File: config.mk
export PLATFORM = sky130hd
export DESIGN_NAME = run_ctrl
export DESIGN_NICKNAME = d
export VERILOG_FILES = /design/src/rtl/run_ctrl_pkg.sv /design/src/rtl/run_ctrl_sat_counter.sv /design/src/rtl/run_ctrl.sv
export SDC_FILE = /design/constraint.sdc
export NUM_CORES = 1
export LEC_CHECK = 0
export BUFFER_PORTS_ARGS = -buffer_cell sky130_fd_sc_hd__buf_2
export CORE_MARGIN = 10
export CORE_UTILIZATION = 35
export DETAILED_ROUTE_END_ITERATION = 10
export GPL_ROUTABILITY_DRIVEN = 1
export SKIP_LAST_GASP = 1
export SYNTH_ARGS = -nofsm -noshare
export SYNTH_HDL_FRONTEND = slang
export SYNTH_SLANG_ARGS = --single-unit
export TNS_END_PERCENT = 10
File: constraint.sdc
create_clock -name CLK -period 3.1 [get_ports CLK]
set_input_delay 0.31 -clock CLK [delete_from_list [all_inputs] [get_ports CLK]]
set_output_delay 0.31 -clock CLK [all_outputs]
set_load 0.01 [all_outputs]
File: src/rtl/run_ctrl_pkg.sv
// Shared types and helpers for the run controller.
//   run_state_t : controller state encoding
//   CNT_W_DEF   : default width of the run statistics counters
//   sat_inc     : increment that sticks at the all-ones value of a given width (width <= 32)
package run_ctrl_pkg;

  typedef enum logic [2:0] {IDLE, ARMED, RUN, DRAIN, DONE_S} run_state_t;

  localparam int unsigned CNT_W_DEF = 16;

  function automatic logic [31:0] sat_inc(input logic [31:0] value, input int unsigned width);
    logic [31:0] max_v;
    max_v = (width >= 32) ? 32'hFFFF_FFFF : ((32'd1 << width) - 32'd1);
    return (value >= max_v) ? max_v : value + 32'd1;
  endfunction

endpackage

File: src/rtl/run_ctrl_sat_counter.sv
// Saturating up-counter with synchronous clear.
//   clk : clock
//   rst : synchronous active-high reset, clears the count
//   clr : synchronous clear, wins over en
//   en  : increment enable
//   q   : count, sticks at all-ones (W <= 32)
module sat_counter
  import run_ctrl_pkg::*;
#(
  parameter int unsigned W = CNT_W_DEF
) (
  input  logic         clk,
  input  logic         rst,
  input  logic         clr,
  input  logic         en,
  output logic [W-1:0] q
);

  always_ff @(posedge clk) begin
    if (rst || clr) begin
      q <= '0;
    end else if (en) begin
      q <= W'(sat_inc(32'(q), W));
    end
  end

endmodule

File: src/rtl/run_ctrl.sv
// Responder side of the START/DONE run handshake: holds the core idle while START is
// high, launches on START falling, drains the pipeline after halt, then raises DONE.
// Optional watchdog: define RUN_WATCHDOG_EN to end runs of WDOG_LIMIT cycles with timeout_o.
//   CLK, RESET  : clock, synchronous active-high reset
//   START       : high = hold/arm, falling = launch, high in RUN/DRAIN = abort
//   halt_i      : decoded halt, honoured only in RUN
//   instr_vld_i : instruction retired this cycle
//   pc_rst_o, run_en_o, wb_en_o : core control (registered)
//   DONE, timeout_o             : run complete / run ended by watchdog (registered)
//   cycle_count, instr_count    : saturating statistics of the current or last run
module run_ctrl
  import run_ctrl_pkg::*;
#(
  parameter int unsigned CNT_W        = CNT_W_DEF,
  parameter int unsigned DRAIN_CYCLES = 2,
  parameter int unsigned WDOG_LIMIT   = 4096
) (
  input  logic             CLK,
  input  logic             RESET,
  input  logic             START,
  input  logic             halt_i,
  input  logic             instr_vld_i,
  output logic             pc_rst_o,
  output logic             run_en_o,
  output logic             wb_en_o,
  output logic             DONE,
  output logic             timeout_o,
  output logic [CNT_W-1:0] cycle_count,
  output logic [CNT_W-1:0] instr_count
);

  localparam int unsigned DRAIN_W = (DRAIN_CYCLES < 2) ? 1 : $clog2(DRAIN_CYCLES + 1);

  run_state_t         state_q, state_d;
  logic [DRAIN_W-1:0] drain_q, drain_d;
  logic               pc_rst_d, run_en_d, wb_en_d, done_d;
  logic               wdog_hit_c;
  logic               cnt_clr_c;

`ifdef RUN_WATCHDOG_EN
  // True on the RUN cycle that brings cycle_count up to the limit.
  assign wdog_hit_c = (32'(cycle_count) + 32'd1) >= 32'(WDOG_LIMIT);
`else
  logic unused_wdog;
  assign wdog_hit_c  = 1'b0;
  assign unused_wdog = (WDOG_LIMIT == 0);
`endif

  // Next state, drain counter and registered-output decode.
  always_comb begin
    state_d = state_q;
    drain_d = drain_q;
    unique case (state_q)
      IDLE:   if (START) state_d = ARMED;
      ARMED:  if (!START) state_d = RUN;
      RUN: begin
        if (START) begin
          state_d = ARMED;
        end else if (halt_i) begin
          if (DRAIN_CYCLES == 0) begin
            state_d = DONE_S;
          end else begin
            state_d = DRAIN;
            drain_d = DRAIN_W'(DRAIN_CYCLES);
          end
        end else if (wdog_hit_c) begin
          state_d = DONE_S;
        end
      end
      DRAIN: begin
        if (START) begin
          state_d = ARMED;
        end else begin
          drain_d = drain_q - DRAIN_W'(1);
          if (drain_q <= DRAIN_W'(1)) state_d = DONE_S;
        end
      end
      DONE_S: if (START) state_d = ARMED;
      default: state_d = IDLE;
    endcase
    // Outputs follow the state being entered so they are valid right after the edge.
    pc_rst_d = (state_d == IDLE) || (state_d == ARMED);
    run_en_d = (state_d == RUN);
    wb_en_d  = (state_d == RUN) || (state_d == DRAIN);
    done_d   = (state_d == DONE_S);
  end

  always_ff @(posedge CLK) begin
    if (RESET) begin
      state_q  <= IDLE;
      drain_q  <= '0;
      pc_rst_o <= 1'b1;
      run_en_o <= 1'b0;
      wb_en_o  <= 1'b0;
      DONE     <= 1'b0;
    end else begin
      state_q  <= state_d;
      drain_q  <= drain_d;
      pc_rst_o <= pc_rst_d;
      run_en_o <= run_en_d;
      wb_en_o  <= wb_en_d;
      DONE     <= done_d;
    end
  end

`ifdef RUN_WATCHDOG_EN
  // Leaving RUN for DONE_S without a halt can only be the watchdog.
  logic timeout_d;
  always_comb begin
    timeout_d = timeout_o;
    if (state_d == ARMED) begin
      timeout_d = 1'b0;
    end else if ((state_q == RUN) && (state_d == DONE_S) && !halt_i) begin
      timeout_d = 1'b1;
    end
  end

  always_ff @(posedge CLK) begin
    if (RESET) timeout_o <= 1'b0;
    else       timeout_o <= timeout_d;
  end
`else
  assign timeout_o = 1'b0;
`endif

  // Statistics clear whenever ARMED is being entered or held.
  assign cnt_clr_c = (state_d == ARMED);

  sat_counter #(.W(CNT_W)) u_cycle_cnt (
    .clk (CLK),
    .rst (RESET),
    .clr (cnt_clr_c),
    .en  (state_q == RUN),
    .q   (cycle_count)
  );

  sat_counter #(.W(CNT_W)) u_instr_cnt (
    .clk (CLK),
    .rst (RESET),
    .clr (cnt_clr_c),
    .en  ((state_q == RUN) && instr_vld_i),
    .q   (instr_count)
  );

endmodule

==> flow_results.xml <==
<?xml version="1.0" encoding="UTF-8"?>
<metrics>
  <group name="cts">
    <metric name="clock_tree.buffer_depth" unit="">2</metric>
    <metric name="cts_hold_buffers" unit="">0</metric>
    <metric name="tritoncts" unit="">done</metric>
    <metric name="cts_sink_cnt" unit="">41</metric>
    <metric name="clk_transition_reported_paths" unit="ps">80</metric>
    <metric name="cts_made_buffers" unit="">5</metric>
    <metric name="clock_latency_at_the_later_pin_of_the_worst_skew_pair" unit="ps">290</metric>
    <metric name="root_buffer" unit="">clkbuf_8</metric>
    <metric name="postCtsResizedCells" unit="">0</metric>
    <metric name="buffers_inserted_during_post_cts_setup_optimization" unit="">0</metric>
    <metric name="cts_htree_levels" unit="">2</metric>
  </group>
  <group name="timing">
    <metric name="tightest_slew" unit="ps">609</metric>
    <metric name="finalWorstPathRequiredPeriod" unit="ps">2270</metric>
    <metric name="maximum_clock_frequency" unit="MHz">440</metric>
    <metric name="setup_viol_count_final" unit="">0</metric>
    <metric name="finalCritPeriodShare" unit="">0.732</metric>
    <metric name="fin_skew" unit="ps">9.59</metric>
    <metric name="timing.final.hold_violations" unit="">0</metric>
    <metric name="setup_total_negative_slack" unit="ps">0</metric>
    <metric name="max_slew_margin" unit="">0.593</metric>
    <metric name="finalMaxSlewViolations" unit="">0</metric>
    <metric name="rsz0062_at_grt" unit="">no</metric>
  </group>
  <group name="power">
    <metric name="total_leakage_power" unit="nW">0.847</metric>
    <metric name="combinationalPowerShare" unit="">0.036</metric>
    <metric name="p_sw_frac" unit="">0.208</metric>
    <metric name="cellPowerDensity" unit="nW/µm²">434</metric>
    <metric name="power.sequential.fraction" unit="">0.527</metric>
    <metric name="p_clk_frac" unit="">0.436</metric>
    <metric name="maximum_vdd_ir_drop" unit="µV">153</metric>
    <metric name="intPower" unit="mW">0.807</metric>
    <metric name="netSwitchingPower" unit="mW">0.212</metric>
  </group>
  <group name="setup_path">
    <metric name="crit_path_top_delay_cell" unit="">or4_4</metric>
    <metric name="setup.worst_path.start_class" unit="">flip-flop</metric>
    <metric name="critPathRequiredTime" unit="ps">3320</metric>
    <metric name="setup.worst_path.class" unit="">flip-flop to flip-flop</metric>
    <metric name="worst-endpoint-arrival" unit="ps">2490</metric>
    <metric name="critPathMaxFanout" unit="">13</metric>
    <metric name="cpPeakStageDelay" unit="ps">670</metric>
    <metric name="timing.critical_path.to_type" unit="">flip-flop</metric>
    <metric name="cp_cell_sequence" unit="">nand4bb_1, or4_4, or3_1, a31oi_1</metric>
    <metric name="timing.reg2reg.worst_path_depth" unit="">4</metric>
  </group>
  <group name="drt">
    <metric name="dr_total_vias" unit="">1814</metric>
    <metric name="wire_per_inst" unit="µm">13.8</metric>
    <metric name="drtAntennaViolNets" unit="">0</metric>
    <metric name="via_per_inst" unit="">5.35</metric>
    <metric name="post-route-drc-count" unit="">0</metric>
    <metric name="drt-initial-drc-count" unit="">93</metric>
    <metric name="dr.pass1.iters" unit="">4</metric>
    <metric name="routed_wl" unit="µm">4690</metric>
  </group>
  <group name="yosys">
    <metric name="asyncSetResetFlopFracSynth" unit="">0</metric>
    <metric name="yosysSeqAreaShare" unit="">0.412</metric>
    <metric name="postSynthAreaPerCell" unit="µm²">8.66</metric>
    <metric name="postSynthCellCount" unit="">230</metric>
    <metric name="synth.lib_cells_used.distinct" unit="">43</metric>
    <metric name="synthMostInstantiatedCell" unit="">dfxtp_1</metric>
    <metric name="post_synth_most_frequent_cells" unit="">41 x dfxtp_1, 23 x a21oi_1, 16 x nor2_1, 16 x nor3_1, 15 x nand2_1</metric>
    <metric name="syn-num-nets" unit="">238</metric>
    <metric name="synth-seq-cells" unit="">41</metric>
    <metric name="yosys_warnings" unit="">0</metric>
    <metric name="area_leader_netlist" unit="">dfxtp_1</metric>
    <metric name="synth_top_flop_cell" unit="">dfxtp_1</metric>
    <metric name="synth.top_cells.by_area" unit="">dfxtp_1 41%, a21oi_1 5.8%, xnor2_1 5.3%, nor3_1 4.0%, nor2_1 3.0%</metric>
    <metric name="top_cell_type_s_share_of_synthesized_area" unit="">0.412</metric>
    <metric name="syn-cell-area" unit="µm²">1990</metric>
    <metric name="synth_edf_count" unit="">0</metric>
  </group>
  <group name="global_routing">
    <metric name="maximum_number_of_pins_on_one_net_before_global_route_repair" unit="">18</metric>
    <metric name="grt_overflow_total" unit="">0</metric>
    <metric name="number_of_antenna_violations_at_the_first_check_in_global_routing" unit="">0</metric>
    <metric name="grt_pass1_wl" unit="µm">7870</metric>
    <metric name="via_count_of_the_first_global_routing_pass" unit="">1711</metric>
    <metric name="grt_util_all_layers" unit="">0.105</metric>
  </group>
  <group name="final_layout">
    <metric name="final_util" unit="">0.427</metric>
    <metric name="antenna_diode_instance_count" unit="">0</metric>
    <metric name="post_route_cells_drive_above_1_share" unit="">0.199</metric>
    <metric name="layout-area-overhead-vs-synth" unit="%">18.0</metric>
    <metric name="final_nets" unit="">274</metric>
  </group>
  <group name="placement">
    <metric name="hpwlAfterDp" unit="µm">3400</metric>
    <metric name="gp_congestion" unit="">0.805</metric>
    <metric name="port_buffers" unit="">40</metric>
  </group>
  <group name="hold_path">
    <metric name="timing.hold.worst_path_depth" unit="">2</metric>
    <metric name="hold_path.class" unit="">primary input to flip-flop</metric>
  </group>
  <group name="job">
    <metric name="cap_violations" unit="">0</metric>
  </group>
  <group name="die">
    <metric name="floorplan.die_area" unit="µm²">9100</metric>
    <metric name="core_area" unit="µm²">5510</metric>
    <metric name="floorplan.io_pins" unit="">42</metric>
    <metric name="num_rows" unit="">27</metric>
    <metric name="die-width" unit="µm">95.4</metric>
    <metric name="floorplan.initialDensity" unit="">0.362</metric>
    <metric name="die_y" unit="µm">95.4</metric>
  </group>
  <group name="run_status">
    <metric name="status" unit="">completed</metric>
  </group>
</metrics>
==> kinds of logic (layout without fill, tap and decap cells) <==
kind of cell | after synthesis | after routing | synth area share
buffers and inverters | 20 | 57 | 0.0427
muxes | 4 | 4 | 0.0201
adders and majority gates | 3 | 3 | 0.0189
xor gates and xnor gates | 15 | 15 | 0.0660
DFF | 41 | 41 | 0.412
other | 1 | 1 | 0.00188
and+or+nand+nor | 94 | 94 | 0.278
AOI/OAI and AO/OA | 52 | 52 | 0.160
==> cell usage in the layout, fill, tap and decap left out, types with 7 or more instances in the layout <==
| master | netlist | routed |
|---|---|---|
| nor4_1 | 7 | 7 |
| a21oi_1 | 23 | 23 |
| nand2_1 | 15 | 15 |
| dfxtp_1 | 41 | 41 |
| nor3_1 | 16 | 16 |
| xnor2_1 | 12 | 12 |
| inv_1 | 8 | 8 |
| buf_2 | 2 | 40 |
| nand3_1 | 9 | 9 |
| nor2_1 | 16 | 16 |
| o21ai_0 | 8 | 8 |
==> per-layer routing <==
metal / vias up / GRT usage / routed length [µm]
met1: 857 / 0.136 / 2380
li1: 917 / - / -
met5: - / 0 / 0
met4: 0 / 0.0295 / 36
met3: 4 / 0.0369 / 263
met2: 36 / 0.161 / 2010
==> worst paths after layout <==
kind                                        from                              to  slack [ps]
setup / recovery           state_q[1]$_SDFF_PP0_  u_instr_cnt.q[11]$_SDFFE_PP0P_         830
hold / removal                             RESET         drain_q[0]$_SDFFE_PP0P_         310
setup reg to reg           state_q[1]$_SDFF_PP0_  u_instr_cnt.q[11]$_SDFFE_PP0P_         830
hold reg to reg   u_instr_cnt.q[15]$_SDFFE_PP0P_  u_instr_cnt.q[15]$_SDFFE_PP0P_         530
==> per-stage QoR <==
stage	std cells	setup slack, ps	total power, mW	hold WS (ps)	instance area (µm²)
6_report	339	830	1.02	306	2350
3_3_place_gp	331	930	0.586	519	2230
3_5_place_dp	331	870	0.586	513	2230
5_1_grt	339	668	1.06	318	2350
4_1_cts	339	862	1.03	305	2350
2_1_floorplan	230	1330	0.577	513	1990
==> power by group through the flow <==
stage | Combinational (mW) | Clock [mW] | Sequential [mW]
global route | 0.0410 | 0.479 | 0.539
global placement | 0.0368 | 0 | 0.549
CTS | 0.0370 | 0.457 | 0.537
detailed placement | 0.0367 | 0 | 0.550
finish | 0.0368 | 0.445 | 0.538
floorplan | 0.0300 | 0 | 0.547
==> registers in the layout, indices dropped and copies added, names as in the netlist <==
signal and cells:
run_en_o 1, u_instr_cnt.q 16, state_q 3, pc_rst_o 1, wb_en_o 1, DONE 1, u_cycle_cnt.q 16, drain_q 2
==> critical path, delay by kind of cell, from the launching register on <==
kind / cells / cell delay, ps
AND/OR/NAND/NOR: 3 / 1510
AO/OA/AOI/OAI: 1 / 150
flip-flops: 1 / 530
==> area by class of cell <==
type / count / area (µm²)
inverter: 8 / 30.0
sequential: 41 / 821
tap: 72 / 90.1
clock inverter: 1 / 30.0
multi-input combinational: 169 / 1080
timing repair buffer: 41 / 208
clock buffer: 7 / 86.3
fill: 558 / 3160
Power figures use the tool's default switching activity.
